$ cat src/rtl/regfile_wb_arbiter_pkg.sv
// Shared definitions for the register-file write-back arbiter.
//   AW_DEF / DW_DEF : default register address and data widths
//   NREQ_MAX        : largest supported requester count
//   idx_t           : requester index, wide enough for NREQ_MAX
//   rr_next()       : (ptr + idx) mod nreq without a divider
package wb_pkg;

    localparam int unsigned AW_DEF   = 4;
    localparam int unsigned DW_DEF   = 32;
    localparam int unsigned NREQ_MAX = 8;
    localparam int unsigned IDXW     = $clog2(NREQ_MAX);

    typedef logic [IDXW-1:0] idx_t;

    // Callers guarantee ptr < nreq and idx <= nreq, so one conditional subtract
    // is enough to wrap.
    function automatic idx_t rr_next(idx_t ptr, int unsigned idx, int unsigned nreq);
        int unsigned s;
        s = 32'(ptr) + idx;
        if (s >= nreq) begin
            s = s - nreq;
        end
        return idx_t'(s);
    endfunction

endpackage

$ cat src/rtl/regfile_wb_arbiter_if.sv
// Bus between the FP result streams / register file and the write-back arbiter.
//   req_valid/req_wn/req_d : per-requester result (slice i at [i*AW +: AW], [i*DW +: DW])
//   req_ready              : combinational grant back to each requester
//   wb_hold                : suppresses all grants for the cycle
//   we1/wn1/d1, we2/wn2/d2 : registered register-file write ports
// Modport master = requester/register-file side, slave = arbiter.
interface regfile_wb_arbiter_if #(
    parameter int unsigned NREQ = 4,
    parameter int unsigned DW   = wb_pkg::DW_DEF,
    parameter int unsigned AW   = wb_pkg::AW_DEF
) ();

    logic [NREQ-1:0]    req_valid;
    logic [NREQ*AW-1:0] req_wn;
    logic [NREQ*DW-1:0] req_d;
    logic [NREQ-1:0]    req_ready;
    logic               wb_hold;
    logic               we1;
    logic [AW-1:0]      wn1;
    logic [DW-1:0]      d1;
    logic               we2;
    logic [AW-1:0]      wn2;
    logic [DW-1:0]      d2;

    modport master (
        output req_valid, req_wn, req_d, wb_hold,
        input  req_ready, we1, wn1, d1, we2, wn2, d2
    );

    modport slave (
        input  req_valid, req_wn, req_d, wb_hold,
        output req_ready, we1, wn1, d1, we2, wn2, d2
    );

endinterface

$ cat src/rtl/regfile_wb_arbiter_rr_pick2.sv
// Combinational two-winner round-robin selector.
//   valid : per-requester pending flag
//   wn    : per-requester destination register, slice i = [i*AW +: AW]
//   ptr   : first index to scan
//   a/has_a : first valid index in scan order
//   b/has_b : next valid index after a whose destination differs from a's
module rr_pick2
    import wb_pkg::*;
#(
    parameter int unsigned NREQ = 4,
    parameter int unsigned AW   = AW_DEF
) (
    input  logic [NREQ-1:0]    valid,
    input  logic [NREQ*AW-1:0] wn,
    input  idx_t               ptr,
    output idx_t               a,
    output idx_t               b,
    output logic               has_a,
    output logic               has_b
);

    idx_t          scan;
    logic          scan_v;
    logic [AW-1:0] scan_wn;
    logic [AW-1:0] wn_a;

    always_comb begin
        a       = '0;
        b       = '0;
        has_a   = 1'b0;
        has_b   = 1'b0;
        wn_a    = '0;
        scan    = '0;
        scan_v  = 1'b0;
        scan_wn = '0;
        for (int unsigned k = 0; k < NREQ; k++) begin
            scan    = rr_next(ptr, k, NREQ);
            scan_v  = 1'b0;
            scan_wn = '0;
            for (int unsigned j = 0; j < NREQ; j++) begin
                if (scan == idx_t'(j)) begin
                    scan_v  = valid[j];
                    scan_wn = wn[j*AW +: AW];
                end
            end
            if (scan_v) begin
                if (!has_a) begin
                    has_a = 1'b1;
                    a     = scan;
                    wn_a  = scan_wn;
                end else if (!has_b && (scan_wn != wn_a)) begin
                    // Same-destination requesters are skipped, not blocking
                    has_b = 1'b1;
                    b     = scan;
                end
            end
        end
    end

endmodule

$ cat src/rtl/regfile_wb_arbiter.sv
// Write-back arbiter: shares the register file's two write ports among NREQ
// functional-unit result streams. Up to two grants per cycle, round-robin,
// never two writes to the same register in one cycle. Write ports are
// registered (grant in cycle N, write strobe in cycle N+1).
// Ports:
//   clk  : rising-edge clock
//   nClr : asynchronous active-low reset
//   bus  : regfile_wb_arbiter_if.slave (requests, ready, wb_hold, write ports)
// Optional (macro WB_SCOREBOARD_EN):
//   iss_valid/iss_wn : issue marks a destination register busy
//   busy             : per-register pending-write flags, cleared on write-back
module regfile_wb_arbiter
    import wb_pkg::*;
#(
    parameter int unsigned NREQ = 4,
    parameter int unsigned DW   = DW_DEF,
    parameter int unsigned AW   = AW_DEF
) (
    input  logic                clk,
    input  logic                nClr,
    regfile_wb_arbiter_if.slave bus
`ifdef WB_SCOREBOARD_EN
    ,
    input  logic                iss_valid,
    input  logic [AW-1:0]       iss_wn,
    output logic [2**AW-1:0]    busy
`endif
);

    idx_t          pick_a, pick_b;
    logic          has_a, has_b;
    logic          grant_a, grant_b;
    logic [AW-1:0] wn_a, wn_b;
    logic [DW-1:0] d_a, d_b;
    logic [NREQ-1:0] ready;
    idx_t          last;

    logic          we1_q, we1_d, we2_q, we2_d;
    logic [AW-1:0] wn1_q, wn1_d, wn2_q, wn2_d;
    logic [DW-1:0] d1_q, d1_d, d2_q, d2_d;
    idx_t          rr_ptr_q, rr_ptr_d;

    rr_pick2 #(
        .NREQ (NREQ),
        .AW   (AW)
    ) u_pick (
        .valid (bus.req_valid),
        .wn    (bus.req_wn),
        .ptr   (rr_ptr_q),
        .a     (pick_a),
        .b     (pick_b),
        .has_a (has_a),
        .has_b (has_b)
    );

    assign grant_a = has_a & ~bus.wb_hold;
    assign grant_b = has_b & ~bus.wb_hold;

    // Route winners' address/data onto the two ports
    always_comb begin
        wn_a = '0;
        d_a  = '0;
        wn_b = '0;
        d_b  = '0;
        for (int unsigned i = 0; i < NREQ; i++) begin
            if (pick_a == idx_t'(i)) begin
                wn_a = bus.req_wn[i*AW +: AW];
                d_a  = bus.req_d[i*DW +: DW];
            end
            if (pick_b == idx_t'(i)) begin
                wn_b = bus.req_wn[i*AW +: AW];
                d_b  = bus.req_d[i*DW +: DW];
            end
        end
    end

    always_comb begin
        ready = '0;
        for (int unsigned i = 0; i < NREQ; i++) begin
            if ((grant_a && (pick_a == idx_t'(i))) || (grant_b && (pick_b == idx_t'(i)))) begin
                ready[i] = 1'b1;
            end
        end
    end

    assign bus.req_ready = ready;

    always_comb begin
        we1_d    = grant_a;
        wn1_d    = grant_a ? wn_a : wn1_q;
        d1_d     = grant_a ? d_a  : d1_q;
        we2_d    = grant_b;
        wn2_d    = grant_b ? wn_b : wn2_q;
        d2_d     = grant_b ? d_b  : d2_q;
        // b only exists alongside a, so grant_a covers every grant cycle
        last     = grant_b ? pick_b : pick_a;
        rr_ptr_d = rr_ptr_q;
        if (grant_a) begin
            rr_ptr_d = rr_next(last, 1, NREQ);
        end
    end

    always_ff @(posedge clk or negedge nClr) begin
        if (!nClr) begin
            we1_q    <= 1'b0;
            wn1_q    <= '0;
            d1_q     <= '0;
            we2_q    <= 1'b0;
            wn2_q    <= '0;
            d2_q     <= '0;
            rr_ptr_q <= '0;
        end else begin
            we1_q    <= we1_d;
            wn1_q    <= wn1_d;
            d1_q     <= d1_d;
            we2_q    <= we2_d;
            wn2_q    <= wn2_d;
            d2_q     <= d2_d;
            rr_ptr_q <= rr_ptr_d;
        end
    end

    assign bus.we1 = we1_q;
    assign bus.wn1 = wn1_q;
    assign bus.d1  = d1_q;
    assign bus.we2 = we2_q;
    assign bus.wn2 = wn2_q;
    assign bus.d2  = d2_q;

`ifdef WB_SCOREBOARD_EN
    logic [2**AW-1:0] busy_q, busy_d;

    // Clears come from the write strobes now on the ports; a same-cycle issue
    // to the same register is applied last so the set wins.
    always_comb begin
        busy_d = busy_q;
        if (we1_q) begin
            busy_d[wn1_q] = 1'b0;
        end
        if (we2_q) begin
            busy_d[wn2_q] = 1'b0;
        end
        if (iss_valid) begin
            busy_d[iss_wn] = 1'b1;
        end
    end

    always_ff @(posedge clk or negedge nClr) begin
        if (!nClr) begin
            busy_q <= '0;
        end else begin
            busy_q <= busy_d;
        end
    end

    assign busy = busy_q;
`endif

endmodule

$ cat src/flat_wrapper.sv
// flat-port wrapper written by rule: the top's interface ports become plain ports
module regfile_wb_arbiter_flat import wb_pkg::*;
#(
    parameter int unsigned NREQ = 4,
    parameter int unsigned DW   = DW_DEF,
    parameter int unsigned AW   = AW_DEF
)
  (clk, nClr, bus_req_valid, bus_req_wn, bus_req_d, bus_wb_hold, bus_req_ready, bus_we1, bus_wn1, bus_d1, bus_we2, bus_wn2, bus_d2);
  regfile_wb_arbiter_if #(.NREQ(NREQ), .DW(DW), .AW(AW)) bus_i ();
  input  logic clk;
  input  logic nClr;
  input wire logic [$bits(bus_i.req_valid)-1:0] bus_req_valid;
  input wire logic [$bits(bus_i.req_wn)-1:0] bus_req_wn;
  input wire logic [$bits(bus_i.req_d)-1:0] bus_req_d;
  input wire logic [$bits(bus_i.wb_hold)-1:0] bus_wb_hold;
  output wire logic [$bits(bus_i.req_ready)-1:0] bus_req_ready;
  output wire logic [$bits(bus_i.we1)-1:0] bus_we1;
  output wire logic [$bits(bus_i.wn1)-1:0] bus_wn1;
  output wire logic [$bits(bus_i.d1)-1:0] bus_d1;
  output wire logic [$bits(bus_i.we2)-1:0] bus_we2;
  output wire logic [$bits(bus_i.wn2)-1:0] bus_wn2;
  output wire logic [$bits(bus_i.d2)-1:0] bus_d2;
  assign bus_i.req_valid = bus_req_valid;
  assign bus_i.req_wn = bus_req_wn;
  assign bus_i.req_d = bus_req_d;
  assign bus_i.wb_hold = bus_wb_hold;
  assign bus_req_ready = bus_i.req_ready;
  assign bus_we1 = bus_i.we1;
  assign bus_wn1 = bus_i.wn1;
  assign bus_d1 = bus_i.d1;
  assign bus_we2 = bus_i.we2;
  assign bus_wn2 = bus_i.wn2;
  assign bus_d2 = bus_i.d2;
  regfile_wb_arbiter #(.NREQ(NREQ), .DW(DW), .AW(AW)) u_core (.clk(clk), .nClr(nClr), .bus(bus_i));
endmodule
$ cat config.mk
export PLATFORM = sky130hd
export DESIGN_NAME = regfile_wb_arbiter_flat
export DESIGN_NICKNAME = d
export VERILOG_FILES = /design/src/rtl/regfile_wb_arbiter_pkg.sv /design/src/rtl/regfile_wb_arbiter_if.sv /design/src/rtl/regfile_wb_arbiter_rr_pick2.sv /design/src/rtl/regfile_wb_arbiter.sv /design/src/flat_wrapper.sv
export SDC_FILE = /design/constraint.sdc
export NUM_CORES = 1
export LEC_CHECK = 0
export BUFFER_PORTS_ARGS = -buffer_cell sky130_fd_sc_hd__clkbuf_2
export CAP_MARGIN = 10
export CORE_MARGIN = 2
export CORE_UTILIZATION = 30
export DETAILED_ROUTE_END_ITERATION = 6
export PLACE_DENSITY = 0.66
export SYNTH_ARGS = -nofsm -noshare
export SYNTH_HDL_FRONTEND = slang
export SYNTH_SLANG_ARGS = --single-unit
$ cat constraint.sdc
create_clock -name clk -period 4.55 [get_ports clk]
set_input_delay 0.455 -clock clk [delete_from_list [all_inputs] [get_ports clk]]
set_output_delay 0.455 -clock clk [all_outputs]
set_load 0.01 [all_outputs]
==> After elaboration in Yosys (flattened, before gate mapping) <==
Index checks and enable logic that the tools add are counted.
{ "totals": {"out_inout_bits": 78, "reg_bits": 77, "in_bits": 151} }
{ "op_classes": {"n_mux": 92, "order_cmp": 5, "eq_ne": 21, "reduce_logical": 22, "n_bitwise": 3, "n_addsub": 9} }
{ "op_table": {"columns": ["cell", "n"], "rows": [
  ["$mux 32", 8],
  ["$mux 4", 29],
  ["$mux 3", 22],
  ["$eq 3x2->1 const B", 12],
  ["$mux 1", 33],
  ["$eq 3x1->1 const B", 6],
  ["$logic_not 3->1", 6],
  ["$ge 4x3->1 const B", 4],
  ["$sub 3x3->3 const B", 5],
  ["$ne 4x4->1", 3],
  ["$logic_and 1x1->1", 10],
  ["$add 3x1->4 const B", 2],
  ["$add 3x2->4 const B", 2],
  ["$logic_or 1x1->1", 4],
  ["$ge 3x3->1 const B", 1],
  ["$and 1x1->1", 2],
  ["$logic_not 1->1", 2],
  ["$not 1->1", 1]
]} }

==> Logic depth before layout (Yosys ltp) <==
{ "depth": {"word_depth": 27, "depth_mapped": 24} }

==> Modules after synthesis <==
A second synthesis with hierarchy kept.
{ "unflattened": {"hier_cells": 737, "area_unflattened_um2": 6925.4} }
{ "by_module_without_submodules": {"columns": ["module", "seq_area_each_um2", "area_per_inst_um2", "n_inst", "cells_per_inst"], "rows": [
  ["regfile_wb_arbiter", 1926.8, 5406.4, 1, 532],
  ["rr_pick2", 0.0, 1519.0, 1, 205]
]} }

==> Worst setup path before layout <==
Ideal clock, no wire load.
{ "synth_path": {"path_type": "flip-flop to output port", "startpoint": "reg u_core.rr_ptr_q[1]", "endpoint": "out bus_req_ready[2]", "n_path_buf": 6, "path_slack_ps": 166, "arrival_ps": 3929, "t_required_ps": 4095, "stages_incl_launch_ff": 20, "path_cell_list": "dfrtp_1 buf_4 inv_1 ha_1 buf_2 a211oi_1 a211o_2 inv_2 o221ai_1 a21boi_0 xnor2_1 nor4_2 or2_1 buf_2 a31o_1 buf_2 nor2_1 buf_2 buf_2 o32ai_1"} }
{ "synth_via": {"elab_chain_cells": 26, "elab_cells_between_ends": 112, "cone_classes": "add/sub: 7; order compare: 4; eq/ne: 17; mux: 71; bitwise: 2; reduce/logical: 11"} }
{ "synth_lines": {"columns": ["element", "line", "source"], "rows": [
  ["start: declaration", "regfile_wb_arbiter.sv:41", "idx_t rr_ptr_q, rr_ptr_d;"],
  ["start signal: assignment", "regfile_wb_arbiter.sv:119", "rr_ptr_q <= rr_ptr_d;"],
  ["$add 3x1->4, or another cell as far along", "regfile_wb_arbiter_pkg.sv:19", "s = 32'(ptr) + idx;"],
  ["$ge 4x3->1, or another cell as far along", "regfile_wb_arbiter_pkg.sv:20", "if (s >= nreq) begin"],
  ["$mux 3 / $logic_not 3->1 (equally long branches)", "regfile_wb_arbiter_pkg.sv:20, regfile_wb_arbiter_rr_pick2.sv:41", null],
  ["$logic_not 3->1, or another cell as far along", "regfile_wb_arbiter_rr_pick2.sv:41", "if (scan == idx_t'(j)) begin"],
  ["$mux 4 / $mux 1 (equally long branches) (3 in a row)", "regfile_wb_arbiter_rr_pick2.sv:41", null],
  ["$mux 4, on equally long branches", "regfile_wb_arbiter_rr_pick2.sv:41, regfile_wb_arbiter_rr_pick2.sv:46", null],
  ["$ne 4x4->1", "regfile_wb_arbiter_rr_pick2.sv:51", "end else if (!has_b && (scan_wn != wn_a)) begin"],
  ["$mux 1", "regfile_wb_arbiter_rr_pick2.sv:51", null],
  ["[... 8 more ...]", null, null],
  ["$logic_and 1x1->1", "regfile_wb_arbiter_rr_pick2.sv:51", null],
  ["$mux 3 / $mux 1 (equally long branches)", "regfile_wb_arbiter_rr_pick2.sv:51", null],
  ["$mux 3 / $mux 1 (equally long branches)", "regfile_wb_arbiter_rr_pick2.sv:47", "if (!has_a) begin"],
  ["$mux 3 / $mux 1 (equally long branches)", "regfile_wb_arbiter_rr_pick2.sv:46", "if (scan_v) begin"],
  ["$eq 3x2->1 / $and 1x1->1 (equally long branches)", "regfile_wb_arbiter.sv:80, regfile_wb_arbiter.sv:57", null],
  ["$logic_and 1x1->1", "regfile_wb_arbiter.sv:80", "if ((grant_a && (pick_a == idx_t'(i))) || (grant_b && (pick_b == idx_t'(i)))) begin"],
  ["$logic_or 1x1->1 (*)", "regfile_wb_arbiter.sv:80", null],
  ["$mux 1 (*)", "regfile_wb_arbiter.sv:80", null],
  ["end: declaration", "flat_wrapper.sv:16", "output wire logic [$bits(bus_i.req_ready)-1:0] bus_req_ready;"]
]} }
Every way passes the cells marked *; elsewhere a longest branch is shown, timed or not.

==> Worst setup path after layout <==
{ "layout_path": {"startpoint": "reg u_core.rr_ptr_q[0]", "endpoint": "out bus_req_ready[2]"} }
The elaborated chain is that of the path after synthesis.

==> flow_results.xml <==
<?xml version="1.0" encoding="UTF-8"?>
<metrics>
  <group name="outcome">
    <metric name="outcome" unit="">complete, no violations</metric>
  </group>
  <group name="placement">
    <metric name="routabilityCongestion" unit="">0.940</metric>
    <metric name="buffer_ports.inserted" unit="">228</metric>
    <metric name="placed_cells" unit="">1220</metric>
    <metric name="dpl.hpwl" unit="µm">19500</metric>
  </group>
  <group name="global_routing">
    <metric name="first_global_vias" unit="">7461</metric>
    <metric name="grt_start_max_net_pins" unit="">78</metric>
    <metric name="grtUsageTotal" unit="%">23.3</metric>
    <metric name="use_met1" unit="%">29.2</metric>
    <metric name="wire_length_of_the_first_global_routing_pass" unit="µm">40800</metric>
    <metric name="grt_use_met3" unit="%">4.39</metric>
    <metric name="grt_max_usage_layer" unit="">met2</metric>
    <metric name="grt_util_met2" unit="%">38.4</metric>
    <metric name="number_of_antenna_violations_at_the_first_check_in_global_routing" unit="">0</metric>
    <metric name="grt_remaining_overflow" unit="">0</metric>
  </group>
  <group name="clock_network">
    <metric name="numClockSinks" unit="">77</metric>
    <metric name="cts-hold-fix-buffers" unit="">0</metric>
    <metric name="worstSkewPairLatency" unit="ns">0.35</metric>
    <metric name="cts_tree" unit="">built</metric>
    <metric name="clock_tree.buffer_depth" unit="">2</metric>
    <metric name="numCtsBuffers" unit="">9</metric>
    <metric name="root_buffer" unit="">clkbuf_16</metric>
    <metric name="cts_htree_levels" unit="">3</metric>
    <metric name="clkSlewWorstSetupHoldPaths" unit="ns">0.06</metric>
  </group>
  <group name="sta">
    <metric name="min_period_over_period" unit="%">97.1</metric>
    <metric name="timing.fmax" unit="MHz">226</metric>
    <metric name="final.setup.tns" unit="ns">0</metric>
    <metric name="max-slew-margin-rel" unit="%">29.9</metric>
    <metric name="min_period" unit="ns">4.42</metric>
    <metric name="maxSlewViolCount" unit="">0</metric>
    <metric name="worst-slew-pin-transition" unit="ns">1.05</metric>
    <metric name="setup_viol_count_final" unit="">0</metric>
    <metric name="timing.clock.skew" unit="ns">0.00865</metric>
    <metric name="final-hold-violation-count" unit="">0</metric>
  </group>
  <group name="cells_and_area">
    <metric name="antenna-diode-count" unit="">0</metric>
    <metric name="post-route-util" unit="%">40.6</metric>
    <metric name="area_growth_syn_to_layout" unit="%">32.9</metric>
    <metric name="post_route_cells_drive_above_1_share" unit="%">38.8</metric>
    <metric name="post_layout_nonfiller_instances" unit="">1245</metric>
    <metric name="finish.net_count" unit="">1125</metric>
  </group>
  <group name="synthesis">
    <metric name="syn_nets" unit="">905</metric>
    <metric name="synth_area_per_cell" unit="µm²">8.61</metric>
    <metric name="synth_edf_count" unit="">0</metric>
    <metric name="netlist_instances" unit="">745</metric>
    <metric name="synth_async_reset_ratio" unit="%">100</metric>
    <metric name="dominantRegCellSynth" unit="">dfrtp_1</metric>
    <metric name="synth_cell_type_count" unit="">64</metric>
    <metric name="synth_warn" unit="">0</metric>
    <metric name="mappedNetlistArea" unit="µm²">6410</metric>
    <metric name="synth_sequential_area_ratio" unit="%">30.0</metric>
    <metric name="yosys_register_bits" unit="">77</metric>
  </group>
  <group name="setup_path">
    <metric name="reg2reg_from" unit="">u_core.rr_ptr_q[0]$_DFFE_PN0P_</metric>
    <metric name="crit_path_max_fanout" unit="">7</metric>
    <metric name="endpoint_kind" unit="">primary output</metric>
    <metric name="critPathLaunchType" unit="">flip-flop</metric>
    <metric name="timing.critical_path.arrival" unit="ns">3.97</metric>
    <metric name="timing_worst_setup_path_type" unit="">reg -&gt; out</metric>
    <metric name="critPathSlowestCell" unit="">dfrtp_2</metric>
    <metric name="setup.worst_path.start" unit="">u_core.rr_ptr_q[0]$_DFFE_PN0P_</metric>
    <metric name="crit_path_cell_trace" unit="">inv_4 &gt; ha_1 &gt; nand2b_4 &gt; o311a_4 &gt; or3_4 &gt; o21ai_1 &gt; xnor2_1 &gt; nor4_2 &gt; buf_4 &gt; or2_4 &gt; a21o_1 &gt; a221o_2 &gt; o32ai_1 &gt; buf_2</metric>
    <metric name="cp_slowest_stage_delay" unit="ns">0.48</metric>
    <metric name="cp_data_required_time" unit="ns">4.09</metric>
  </group>
  <group name="run">
    <metric name="drv_cap" unit="">0</metric>
  </group>
  <group name="floorplanning">
    <metric name="die_width" unit="µm">150</metric>
    <metric name="core-area" unit="µm²">21000</metric>
    <metric name="floorplan.initialDensity" unit="%">30.5</metric>
    <metric name="dieArea" unit="µm²">22600</metric>
    <metric name="row_count" unit="">53</metric>
    <metric name="io_pins" unit="">229</metric>
    <metric name="dieHeight" unit="µm">150</metric>
  </group>
  <group name="drt">
    <metric name="route.vias.total" unit="">7559</metric>
    <metric name="drc" unit="">0</metric>
    <metric name="postRouteAntennaNets" unit="">0</metric>
    <metric name="finalWirelength" unit="µm">27100</metric>
    <metric name="first_pass_iters" unit="">5</metric>
    <metric name="route.detailed.vias_per_inst" unit="">6.07</metric>
    <metric name="detail_route.iter0.violations" unit="">613</metric>
    <metric name="routed_wire_length_per_instance" unit="µm">21.8</metric>
  </group>
  <group name="min_path">
    <metric name="hp-class" unit="">in -&gt; async</metric>
  </group>
</metrics>
## Yosys cell counts, drive strengths merged, types with 5 or more instances
library cell  number  area (µm²)
nor3              80         400
nor2              14        52.6
o311ai            38         551
dfrtp             77        1930
a21oi             33         165
xnor2              6        52.6
mux2i             21         210
a221o             25         250
a2bb2oi           36         315
inv               15        56.3
nor4               5        52.6
a21o               6        45.0
o221ai            42         368
and3               5        31.3
xor2               6        52.6
ha                 9         113
a22oi              9        67.6
o21ai             21         105
nand3             41         205
buf               29         170
nand2            100         375
o21a              11        82.6
nand2b             7        43.8
clkbuf            47         176
## layer usage
metal,vias up,wire length [µm]
li1,3359,-
met1,3651,10900
met2,464,13000
met3,85,2120
met4,0,1100
met5,-,0
## flip-flops by register name (all words and copies together) (netlist names)
signal and flops:
u_core.bus.d1 32, u_core.bus.d2 32, u_core.bus.wn1 4, u_core.bus.wn2 4, u_core.rr_ptr_q 3, u_core.bus.we1 1
u_core.bus.we2 1
## final cells by class
cell class | count | area, µm²
well taps | 275 | 344
repair buffers | 285 | 1630
clock buffers | 11 | 253
flip-flops and latches | 77 | 1930
fillers | 2117 | 12500
multi-input cells | 576 | 4240
clock inverters | 5 | 56.3
inverters | 16 | 67.6
## critical path: cells and delay by family (launching register included)
kind / cells / cell delay, ns
compound gates: 5 / 1.36
xor+xnor: 1 / 0.18
fa+ha+maj: 1 / 0.22
buf+inv: 3 / 0.44
flops: 1 / 0.48
simple gates: 4 / 0.94
## worst paths after layout
| kind | endpoint | slack (ns) | depth (start not counted) |
|---|---|---|---|
| hold reg to reg | u_core.bus.d2[15]$_DFFE_PN0N_ | 0.49 | 2 |
| max in group asynchronous | u_core.rr_ptr_q[0]$_DFFE_PN0P_ | 3.51 | 1 |
| setup / recovery | bus_req_ready[2] | 0.13 | 14 |
| hold / removal | u_core.bus.d2[16]$_DFFE_PN0N_ | 0.30 | 1 |
| min in group clk | u_core.bus.d1[27]$_DFFE_PN0P_ | 0.35 | 2 |
| setup reg to reg | u_core.bus.d2[19]$_DFFE_PN0N_ | 0.43 | 16 |
## cells by family (layout without fill, tap and decap cells)
kind of cell,Yosys count,count (layout),share of synthesized area [%]
buffers and inverters,92,317,6.34
adder cells (fa/ha/maj),9,9,1.76
XOR/XNOR,12,12,1.64
AO/OA/AOI/OAI,260,260,35.6
multiplexers,25,25,4.51
flip-flops,77,77,30.0
AND/OR/NAND/NOR,270,270,20.1
## per-stage QoR
| step | cell area [µm²] | hold slack (ns) | setup WS (ns) |
|---|---|---|---|
| 6_report | 8530 | 0.301 | 0.130 |
| 5_1_grt | 8530 | 0.355 | -0.00117 |
| 4_1_cts | 8360 | 0.340 | 0.00385 |
| 3_5_place_dp | 8000 | 0.480 | 0.122 |
| 3_3_place_gp | 8000 | 0.470 | 0.218 |
| 2_1_floorplan | 6410 | 0.159 | 0.166 |
## cell usage in the layout, fill, tap and decap left out, drive strengths merged, types with 3 or more instances in the layout
cell     netlist  routed
a211oi         3       3
ha             9       9
a22o           4       4
or3            3       3
nand3         41      41
o21ai         21      21
mux4           3       3
nor3          80      80
o22ai          3       3
or2            3       3
a21oi         33      33
nand3b         4       4
o311ai        38      38
clkbuf        47     236
dfrtp         77      77
nor2          14      14
inv           15      15
buf           29      60
a21boi         3       3
a2bb2oi       36      36
nor4           5       5
a31oi          4       4
nor2b          3       3
nand2b         7       7
and2           3       3
clkinv         1       4
a22oi          9       9
a21o           6       6
xor2           6       6
o2bb2ai        3       3
o31ai          4       4
o221ai        42      42
and3           5       5
mux2i         21      21
nand2        100     100
xnor2          6       6
o21a          11      11
o311a          3       3
a221o         25      25
## repair_timing
action                     CTS  global route
buffers inserted             5             4
gates resized for setup      9            34
setup endpoints to repair    4             7
pin swaps                    5             6
gates cloned                 0             0
hold endpoints to repair     0             0
Power is not shown: default switching activity piles up to over one toggle a cycle in this logic, so the estimate is an artifact.
